### src/rtl/pool_pkg.sv
// Shared types and helpers for the streaming 2-D pooling block.
package pool_pkg;

    typedef enum logic {POOL_MAX = 1'b0, POOL_AVG = 1'b1} mode_e;

    typedef enum logic [1:0] {IDLE, RUN, DRAIN, FIN} state_e;

    // Accumulator width: a POOLxPOOL sum of WIDTH_BIT samples needs 2*log2(POOL) extra bits.
    function automatic int unsigned acc_width(input int unsigned width_bit, input int unsigned pool);
        return width_bit + 2 * $clog2(pool);
    endfunction

    function automatic int unsigned ch_lsb(input int unsigned ch, input int unsigned width_bit);
        return ch * width_bit;
    endfunction

endpackage

### src/rtl/pool_lane.sv
// One channel of the pooling datapath: sign extension, max/add combine
// with the stored partial result, and the final shift/truncate.
module pool_lane
    import pool_pkg::*;
#(
    parameter int unsigned WIDTH_BIT = 16,
    parameter int unsigned POOL      = 2,
    localparam int unsigned ACC_W    = acc_width(WIDTH_BIT, POOL)
) (
    input  logic                 mode_i,
    input  logic                 first_i,
    input  logic [WIDTH_BIT-1:0] pix_i,
    input  logic [ACC_W-1:0]     entry_i,
    output logic [ACC_W-1:0]     acc_o,
    output logic [WIDTH_BIT-1:0] res_o
);

    localparam int unsigned SH = ACC_W - WIDTH_BIT;

    logic signed [ACC_W-1:0] pix_ext;
    logic signed [ACC_W-1:0] entry_s;
    logic signed [ACC_W-1:0] acc_s;

    assign pix_ext = {{SH{pix_i[WIDTH_BIT-1]}}, pix_i};
    assign entry_s = entry_i;

    always_comb begin
        if (first_i) begin
            acc_s = pix_ext;
        end else if (mode_i == POOL_AVG) begin
            acc_s = pix_ext + entry_s;
        end else begin
            acc_s = (pix_ext > entry_s) ? pix_ext : entry_s;
        end
    end

    assign acc_o = acc_s;
    // Arithmetic shift gives floor division; the average always fits WIDTH_BIT.
    assign res_o = (mode_i == POOL_AVG) ? WIDTH_BIT'(acc_s >>> SH) : acc_s[WIDTH_BIT-1:0];

endmodule

### src/rtl/pool2d_stream.sv
// Streaming non-overlapping POOLxPOOL max/average pooling over a raster
// pixel stream, keeping one row of partial results per channel.
module pool2d_stream
    import pool_pkg::*;
#(
    parameter int unsigned WIDTH_BIT = 16,
    parameter int unsigned IMG_W     = 64,
    parameter int unsigned IMG_H     = 64,
    parameter int unsigned POOL      = 2,
    parameter int unsigned CHANNELS  = 1
) (
    input  logic                          clock,
    input  logic                          reset,
    input  logic                          start,
    input  logic                          mode,
    input  logic                          in_valid,
    output logic                          in_ready,
    input  logic [CHANNELS*WIDTH_BIT-1:0] in_data,
    output logic                          out_valid,
    input  logic                          out_ready,
    output logic [CHANNELS*WIDTH_BIT-1:0] out_data,
    output logic                          out_last,
    output logic                          busy,
    output logic                          done
);

    localparam int unsigned ACC_W = acc_width(WIDTH_BIT, POOL);
    localparam int unsigned PL    = $clog2(POOL);
    localparam int unsigned OUT_W = IMG_W / POOL;
    localparam int unsigned OUT_H = IMG_H / POOL;
    localparam int unsigned CW    = $clog2(IMG_W + 1);
    localparam int unsigned RW    = $clog2(IMG_H + 1);
    localparam int unsigned PCFW  = CW - PL;
    localparam int unsigned PRW   = RW - PL;
    localparam int unsigned PCW   = (OUT_W > 1) ? $clog2(OUT_W) : 1;

    state_e state_q, state_d;
    mode_e  mode_q;

    logic [CW-1:0]                 col_q, col_d;
    logic [RW-1:0]                 row_q, row_d;
    logic                          out_valid_q, out_valid_d;
    logic                          out_last_q, out_last_d;
    logic [CHANNELS*WIDTH_BIT-1:0] out_data_q, out_data_d;
    logic [CHANNELS*WIDTH_BIT-1:0] res_w;

    logic [PCFW-1:0] pc;
    logic [PRW-1:0]  pr;
    logic [PCW-1:0]  pc_idx;
    logic            accept, col_end, row_end, in_frame, first_beat, win_done, frame_end;

    // POOL is a power of two, so the window offsets are the low counter bits.
    assign pc         = col_q[CW-1:PL];
    assign pr         = row_q[RW-1:PL];
    assign pc_idx     = pc[PCW-1:0];
    assign accept     = in_valid && in_ready;
    assign col_end    = (col_q == CW'(IMG_W - 1));
    assign row_end    = (row_q == RW'(IMG_H - 1));
    assign in_frame   = (col_q < CW'(OUT_W * POOL)) && (row_q < RW'(OUT_H * POOL));
    assign first_beat = (row_q[PL-1:0] == '0) && (col_q[PL-1:0] == '0);
    assign win_done   = (&row_q[PL-1:0]) && (&col_q[PL-1:0]);
    assign frame_end  = (pr == PRW'(OUT_H - 1)) && (pc == PCFW'(OUT_W - 1));

    always_ff @(posedge clock or posedge reset) begin
        if (reset) begin
            state_q <= IDLE;
        end else begin
            state_q <= state_d;
        end
    end

    always_comb begin
        state_d = state_q;
        case (state_q)
            IDLE:    if (start) state_d = RUN;
            RUN:     if (accept && col_end && row_end) state_d = DRAIN;
            DRAIN:   if (!out_valid_q || out_ready) state_d = FIN;
            FIN:     state_d = IDLE;
            default: state_d = IDLE;
        endcase
    end

    always_comb begin
        in_ready = (state_q == RUN) && (!out_valid_q || out_ready);
        busy     = (state_q == RUN) || (state_q == DRAIN);
        done     = (state_q == FIN);
    end

    always_comb begin
        col_d       = col_q;
        row_d       = row_q;
        out_valid_d = out_valid_q;
        out_last_d  = out_last_q;
        out_data_d  = out_data_q;
        if (out_valid_q && out_ready) begin
            out_valid_d = 1'b0;
            out_last_d  = 1'b0;
        end
        if (state_q == IDLE && start) begin
            col_d = '0;
            row_d = '0;
        end else if (accept) begin
            col_d = col_end ? '0 : col_q + 1'b1;
            if (col_end) begin
                row_d = row_end ? '0 : row_q + 1'b1;
            end
            // Completing beat loads the output directly; a consumed output is replaced in the same edge.
            if (in_frame && win_done) begin
                out_valid_d = 1'b1;
                out_last_d  = frame_end;
                out_data_d  = res_w;
            end
        end
    end

    always_ff @(posedge clock or posedge reset) begin
        if (reset) begin
            mode_q      <= POOL_MAX;
            col_q       <= '0;
            row_q       <= '0;
            out_valid_q <= 1'b0;
            out_last_q  <= 1'b0;
            out_data_q  <= '0;
        end else begin
            if (state_q == IDLE && start) begin
                mode_q <= mode_e'(mode);
            end
            col_q       <= col_d;
            row_q       <= row_d;
            out_valid_q <= out_valid_d;
            out_last_q  <= out_last_d;
            out_data_q  <= out_data_d;
        end
    end

    for (genvar c = 0; c < CHANNELS; c++) begin : g_lane
        logic [ACC_W-1:0] buf_q [OUT_W];
        logic [ACC_W-1:0] acc_w;

        pool_lane #(
            .WIDTH_BIT (WIDTH_BIT),
            .POOL      (POOL)
        ) u_lane (
            .mode_i  (mode_q),
            .first_i (first_beat),
            .pix_i   (in_data[ch_lsb(c, WIDTH_BIT) +: WIDTH_BIT]),
            .entry_i (buf_q[pc_idx]),
            .acc_o   (acc_w),
            .res_o   (res_w[ch_lsb(c, WIDTH_BIT) +: WIDTH_BIT])
        );

        always_ff @(posedge clock) begin
            if (accept && in_frame) begin
                buf_q[pc_idx] <= acc_w;
            end
        end
    end

    assign out_valid = out_valid_q;
    assign out_last  = out_last_q;
    assign out_data  = out_data_q;

endmodule

### config.mk
export PLATFORM = sky130hd
export DESIGN_NAME = pool2d_stream
export DESIGN_NICKNAME = d
export VERILOG_FILES = /design/src/rtl/pool_pkg.sv /design/src/rtl/pool_lane.sv /design/src/rtl/pool2d_stream.sv
export SDC_FILE = /design/constraint.sdc
export NUM_CORES = 1
export LEC_CHECK = 0
export ABC_AREA = 1
export ABC_CLOCK_PERIOD_IN_PS = 6000
export BUFFER_PORTS_ARGS = -buffer_cell sky130_fd_sc_hd__buf_2
export CAP_MARGIN = 25
export CORE_UTILIZATION = 60
export CTS_BUF_LIST = sky130_fd_sc_hd__clkbuf_4 sky130_fd_sc_hd__clkbuf_8 sky130_fd_sc_hd__clkbuf_16
export CTS_CLUSTER_DIAMETER = 80
export DETAILED_ROUTE_END_ITERATION = 8
export GPL_TIMING_DRIVEN = 1
export PLACE_DENSITY = 0.77
export SYNTH_ARGS = -nofsm -noshare
export SYNTH_HDL_FRONTEND = slang
export SYNTH_SLANG_ARGS = --single-unit
export TNS_END_PERCENT = 5
### constraint.sdc
create_clock -name clock -period 6 [get_ports clock]
set_input_delay 0 -clock clock [delete_from_list [all_inputs] [get_ports clock]]
set_output_delay 0 -clock clock [all_outputs]
set_load 0.03 [all_outputs]
After elaboration in Yosys (flattened, before gate mapping)
Memory sizes are Yosys's and may differ from the RTL's. Cells that the tools add are included.

$add $sub $neg: 3. Order comparisons: 3. Eq/ne operators: 10. Mux-type cells: 25. Bitwise gates (word level): 3. Reduce and logical (&&, ||, !) cells: 21.

Operator list (number): 2-to-1 mux 18 bit (3); 2-to-1 mux 7 bit (7); adder 16 x 18 -> 18 bit (1); > comparator 16 x 18 -> 1 bit (1); 2-to-1 mux 16 bit (1); adder 7 x 1 -> 7 bit (second input constant) (2); == test 7 x 6 -> 1 bit (second input constant) (2); less-than comparator 7 bit (second input constant) (2); == test 6 x 5 -> 1 bit (second input constant) (2); logical AND 1 bit (12); 2-to-1 mux 1 bit (10); case mux 2 bit (4 select lines) (1); 2-to-1 mux 2 bit (3); != test 2 bit (second input constant) (3); AND reduction 3 bit (2); == test 2 bit (second input constant) (2); nonzero test 2 bit (2); inverter 1 bit (3); == test 2 x 1 -> 1 bit (second input constant) (1); logical NOT 2 bit (1); logical OR 1 bit (2); AND reduction 2 bit (1); logical NOT 1 bit (1).

Register bits: 35. Memory bits (writable): 576. Input port bits: 22. Output and inout bits: 21. Word-level logic and storage cells: 73. Memories kept: 1.

Memories: g_lane[0].buf_q (depth 32, width 18, rd ports 1, clocked after memory_dff 0, wr ports 1, RTL line pool2d_stream.sv:137) `logic [ACC_W-1:0] buf_q [OUT_W];`.

Longest topological paths before layout
Word-level depth: 8. Mapped depth: 31. Mapped depth without buffers: 27.

Cells and area by module
A second synthesis with hierarchy kept.

Cells, all modules: 2956. Area, all modules: 27993.1 um^2.

By module, submodules not included: pool2d_stream (instances 1, cells each 2485, area an instance 25537.0 um^2, seq. area each 18172.4 um^2); pool_lane (instances 1, cells each 471, area an instance 2456.1 um^2, seq. area each 0.0 um^2).

Least setup slack after synthesis
Ideal clock, no wire load.

Path kind: flip-flop to flip-flop. Start: register col_q[1]. End: memory g_lane[0].buf_q[0][16] in the netlist's numbering, data pin. Library setup time: 392 ps. Arrival: 3167 ps. Required time: 5608 ps. Path slack: 2440 ps. Stages on the path, launching flop included: 26. Buffers on the path: 3. Period minus slack after synthesis: 3560 ps. Cell sequence: dfrtp_1 > buf_6 > nor2_4 > buf_6 > buf_2 > a22oi_1 > nand2_1 > nand2_1 > nand2_1 > nor2_1 > nand2_1 > ha_1 > inv_1 > fa_1 > inv_1 > nand3_1 > nand2_1 > nand2_1 > nand2_1 > nand2_1 > nand2_1 > nand2_1 > nand3_1 > nand3_1 > nand3_1 > nand2_1.

Longest elaborated chain between the ends: 5. Elaborated cells on any way between the ends: 6. Classes of those cells: add/sub (1); order compare (1); mux (3); memory (1).

RTL lines: from (decl) (RTL line pool2d_stream.sv:40) `logic [CW-1:0] col_q, col_d;`; from (signal assigned) (RTL line pool2d_stream.sv:128) `col_q <= col_d;`; memory (32 x 18 bit) (*); > comparator 16 x 18 -> 1 bit (RTL line pool_lane.sv:33) `acc_s = (pix_ext > entry_s) ? pix_ext : entry_s;`; 2-to-1 mux 18 bit (RTL line pool_lane.sv:33); 2-to-1 mux 18 bit (*) (RTL line pool_lane.sv:30) `end else if (mode_i == POOL_AVG) begin`; 2-to-1 mux 18 bit (*) (RTL line pool_lane.sv:28) `if (first_i) begin`; named net g_lane[0].acc_w[16] (RTL line pool2d_stream.sv:138) `logic [ACC_W-1:0] acc_w;`; to (decl) (RTL line pool2d_stream.sv:137).

Mark *: on every way through the listed nets, which the timed path passes. The rest lies on a longest branch.

Worst setup path after layout
Start: register col_q[1]. End: register out_data_q[0] (netlist: out_data[0]).

Longest elaborated chain between the ends: 6. Elaborated cells on any way between the ends: 11. Classes of those cells: add/sub (1); order compare (2); mux (4); reduce/logical (3); memory (1).

RTL lines: memory (32 x 18 bit); > comparator 16 x 18 -> 1 bit (RTL line pool_lane.sv:33); 2-to-1 mux 18 bit (RTL line pool_lane.sv:33); 2-to-1 mux 18 bit (RTL line pool_lane.sv:30); 2-to-1 mux 18 bit (RTL line pool_lane.sv:28); 2-to-1 mux 16 bit (RTL line pool_lane.sv:39) `assign res_o = (mode_i == POOL_AVG) ? WIDTH_BIT'(acc_s >>> SH) : acc_s[WIDTH_BIT-1:0];`; to (signal assigned) (RTL line pool2d_stream.sv:132) `out_data_q <= out_data_d;`; to (decl) (RTL line pool2d_stream.sv:44) `logic [CHANNELS*WIDTH_BIT-1:0] out_data_q, out_data_d;`.

Several ways; a longest one is shown, not always the timed one. A chain may end at the register's enable or synchronous reset.

==> impl_results.md <==
* CTS tree: yes
* Drt initial violations at 2573
* CTS Buf Count at 58
* CTS Hold Bufs at 20
* Drt pass-1 iters at 7
* # diodes at 0
* Setup WS pre-CTS at ~750 ps
* Sequential power share at between 30% and 40%
* Fin crit period at 5510 ps
* Fin Clk Skew at 29.0 ps
* # H-tree levels at 2
* Total gr overflow at 0
* Least-Margin Pin Slew at around 990 ps
* First-pass GRT wire length at 109000 µm
* Syn nets at 2196
* Core box area at 0.0432 mm²
* Die height at 211 µm
* Crit-path max FO at between 40 and 50
* Register bit total from synthesis at 611
* Area of the multi-input gates at slightly below 0.007 mm²
* Top FF cell, synth: edfxtp_1
* Compound-cell area share of the yosys netlist at under 10%
* Post-Synthesis Cells at between 2000 and 2500
* DP Wirelength at 46900 µm
* Number of synthesized flops with an enable pin at 576
* Synth async-reset ratio at 5.73%
* Routability Congestion at 0.919
* DIE WIDTH at 211 µm
* DR vias/cell at roughly 6.3
* CTS Buffer Depth at 3
* Sw Pwr at 6.99 mW
* GR Util All Layers at 33.6%
* Count of final hold-check violations at 0
* Starting Density at 60.8%
* Setup ws final at roughly 500 ps
* Fin. max-slew vios at 0
* RSZ-0062 raised after global routing: no
* # IOs at 43
* VDD IR-drop max at 0.331 mV
* Worst rel slew slack at 33.7%
* Cts repair resizes at 0
* Antenna violations before repair at 0
* Sinks on Clock Net at 611
* Combinational power share at 42.8%
* WL/cell at between 20 and 30 µm
* Post-Layout Inst Area at about 0.03 mm²
* Final period util at 91.9%
* Synth-to-layout area growth at 12.5%
* Fillers at 3035
* Layout cell share with drive strength beyond 1 at 14.1%
* IO Port Bufs at 42
* DRC errors left at 0
* Largest net degree at the start of global routing at 97
* Clock network latency to the later pin of the worst-skew pair at roughly 640 ps
* DP Area at roughly 0.027 mm²
* Number of max-cap violations at 0
* Hold Crit Class: in2reg
* Internal at 9.85 mW
* Critical path arrival at 6030 ps
* Final net count at 2323
* CTS Root Cell: clkbuf_16
* Post-Synth Simple-Gate Area at 15.3%
* Final Util at 68.4%
* Power Total at around 17 mW
* Setup violators final at 0
* LEAKAGE at approximately 11 nW
* Dpl cells at 2760
* Yosys cell types at 47
* Crit Path Class: reg2reg
* Yosys warns at 0
* Clk slew on worst S/H paths at 60 ps
* Register area at 0.0182 mm²
* Sequential share of the synthesized area at 69.2%
* Status: complete, no violations
* Multiplexer area fraction after synthesis at 0%
* Rows at 76
* Sw frac at about 41%
* Setup TNS at 0 ps
* Crit path capture type: register
* Post-synthesis xor/xnor area fraction at 0.0667%
* Worst EP required at around 6500 ps
* Cell Area, Synth at 0.0263 mm²
* Via count at 18189
* Startpoint Class: register
* Largest family of logic cells by synthesized area: simple AND/OR/NAND/NOR gates
* Clock group share of total power at between 20% and 30%
* Avg Synthesized Cell Area at 12.3 µm²
* Pwr/cell area at 570 mW/mm²
* Post-CTS setup buffer count at 0
* Vias in the first global route at 17370
* Antenna-violating nets left at 0
* Final non-filler cell total at 2891
* Fmax at 0.181 GHz
* R2r setup slk at approximately 490 ps
* Post-synthesis adder-cell area fraction at under 10%
* Hold_ws at around 33 ps
* Post-Route WL at 73500 µm
* DIE AREA at 0.0446 mm²
## layer usage
metal  up-vias  wire length [µm]  GRT usage (%)
met5         -                 0              0
met4         0              3360           15.1
met3       194              7940           5.99
met2      1216             34200           52.1
met1      8884             28000           46.9
li1       7895                 -              -
## layout by cell type, fill, tap and decap left out, types with 10 or more instances in the layout
cell,count
dlygate4sd3_1,20
inv_1,122
o21ai_0,20
nor2_2,10
edfxtp_1,576
nand4_1,51
nand2_2,13
clkinv_1,12
buf_4,89
ha_1,42
a22oi_2,31
nand2_1,647
clkbuf_4,12
nor2_1,103
buf_2,42
clkinv_2,11
a21oi_1,33
clkbuf_16,59
dfrtp_1,35
a22oi_1,208
nand3_1,75
nor3_1,11
## cell usage after synthesis, types with 2 or more instances
cell type / count / area (µm²)
xor2_1: 2 / 17.5
inv_4: 4 / 25.0
nand3_2: 3 / 30.0
buf_6: 22 / 248
nand2_2: 13 / 81.3
nor3_1: 11 / 55.1
inv_2: 8 / 30.0
o21ai_0: 20 / 100
nand3_1: 75 / 375
buf_4: 15 / 113
a21o_1: 2 / 15.0
o21ai_1: 6 / 30.0
o21bai_1: 3 / 22.5
buf_2: 49 / 245
nand2_1: 647 / 2430
nor3_4: 6 / 97.6
dfrtp_1: 35 / 876
a22oi_2: 31 / 388
a21oi_1: 33 / 165
edfxtp_1: 576 / 17300
ha_1: 42 / 526
nor2_4: 6 / 67.6
o21a_1: 2 / 15.0
nand4_1: 51 / 319
nor2_1: 103 / 387
a22oi_1: 208 / 1560
clkbuf_1: 6 / 22.5
nor2_8: 2 / 40.0
nor2_2: 10 / 62.6
inv_1: 122 / 458
o22ai_1: 2 / 12.5
## power by group through the flow
stage / combinational [mW] / clock (mW) / sequential [mW]
floorplan: 4.44 / 0 / 6.01
global placement: 6.90 / 0 / 6.00
detailed placement: 7.00 / 0 / 6.01
CTS: 7.05 / 3.72 / 5.92
global route: 7.76 / 3.88 / 5.93
finish: 7.21 / 3.71 / 5.92
## cell type report
| type | instances | area share, % |
|---|---|---|
| sequential | 611 | 61.5 |
| multi-input combinational | 1293 | 23.5 |
| clock buffer | 74 | 5.44 |
| timing repair buffer | 159 | 4.17 |
| tap | 585 | 2.48 |
| inverter | 135 | 1.77 |
| clock inverter | 34 | 1.13 |
## path summary, 6_finish.rpt
check | endpoint | startpoint | cells after the start
min reg2reg | out_data[5] | out_data[5] | 2
max | out_data[0] | col_q[1] | 26
min in group asynchronous | out_valid | reset | 5
max in group asynchronous | row_q[0] | reset | 5
min | out_data[2] | in_data[2] | 7
max reg2reg | out_data[0] | col_q[1] | 26
## critical path, stage by stage (launching register included)
cell,delay (ps)
dfrtp_1,620
inv_4,90
nor2_8,280
buf_12,290
buf_4,280
a22oi_1,100
nand2_1,150
nand2_1,110
nand2_1,200
nor2_1,80
nand2_1,230
inv_1,80
ha_1,350
nand2_1,90
nor2_1,190
nand2_1,140
inv_1,90
nand4_2,410
nand3_4,420
nand2_1,90
nand3_1,70
nand2_1,60
nand2_2,80
nand2_1,50
nand3_1,100
dlygate4sd3_1,600
nand2_1,80
## sequential cells by signal, summed over array words and instances, names as in the netlist
signal and flops:
g_lane.buf_q 576, out_data 16, mode_q 1, out_valid 1, row_q 7, col_q 7, state_q 2, out_last 1
## logic make-up (layout without fill, tap and decap cells)
| kind of cell | count (synthesis) | in the layout |
|---|---|---|
| simple gates | 934 | 934 |
| flops | 611 | 611 |
| compound gates | 314 | 314 |
| buf+inv | 227 | 402 |
| fa+ha+maj | 43 | 43 |
| xor+xnor | 2 | 2 |
Power figures use the tool's default switching activity.
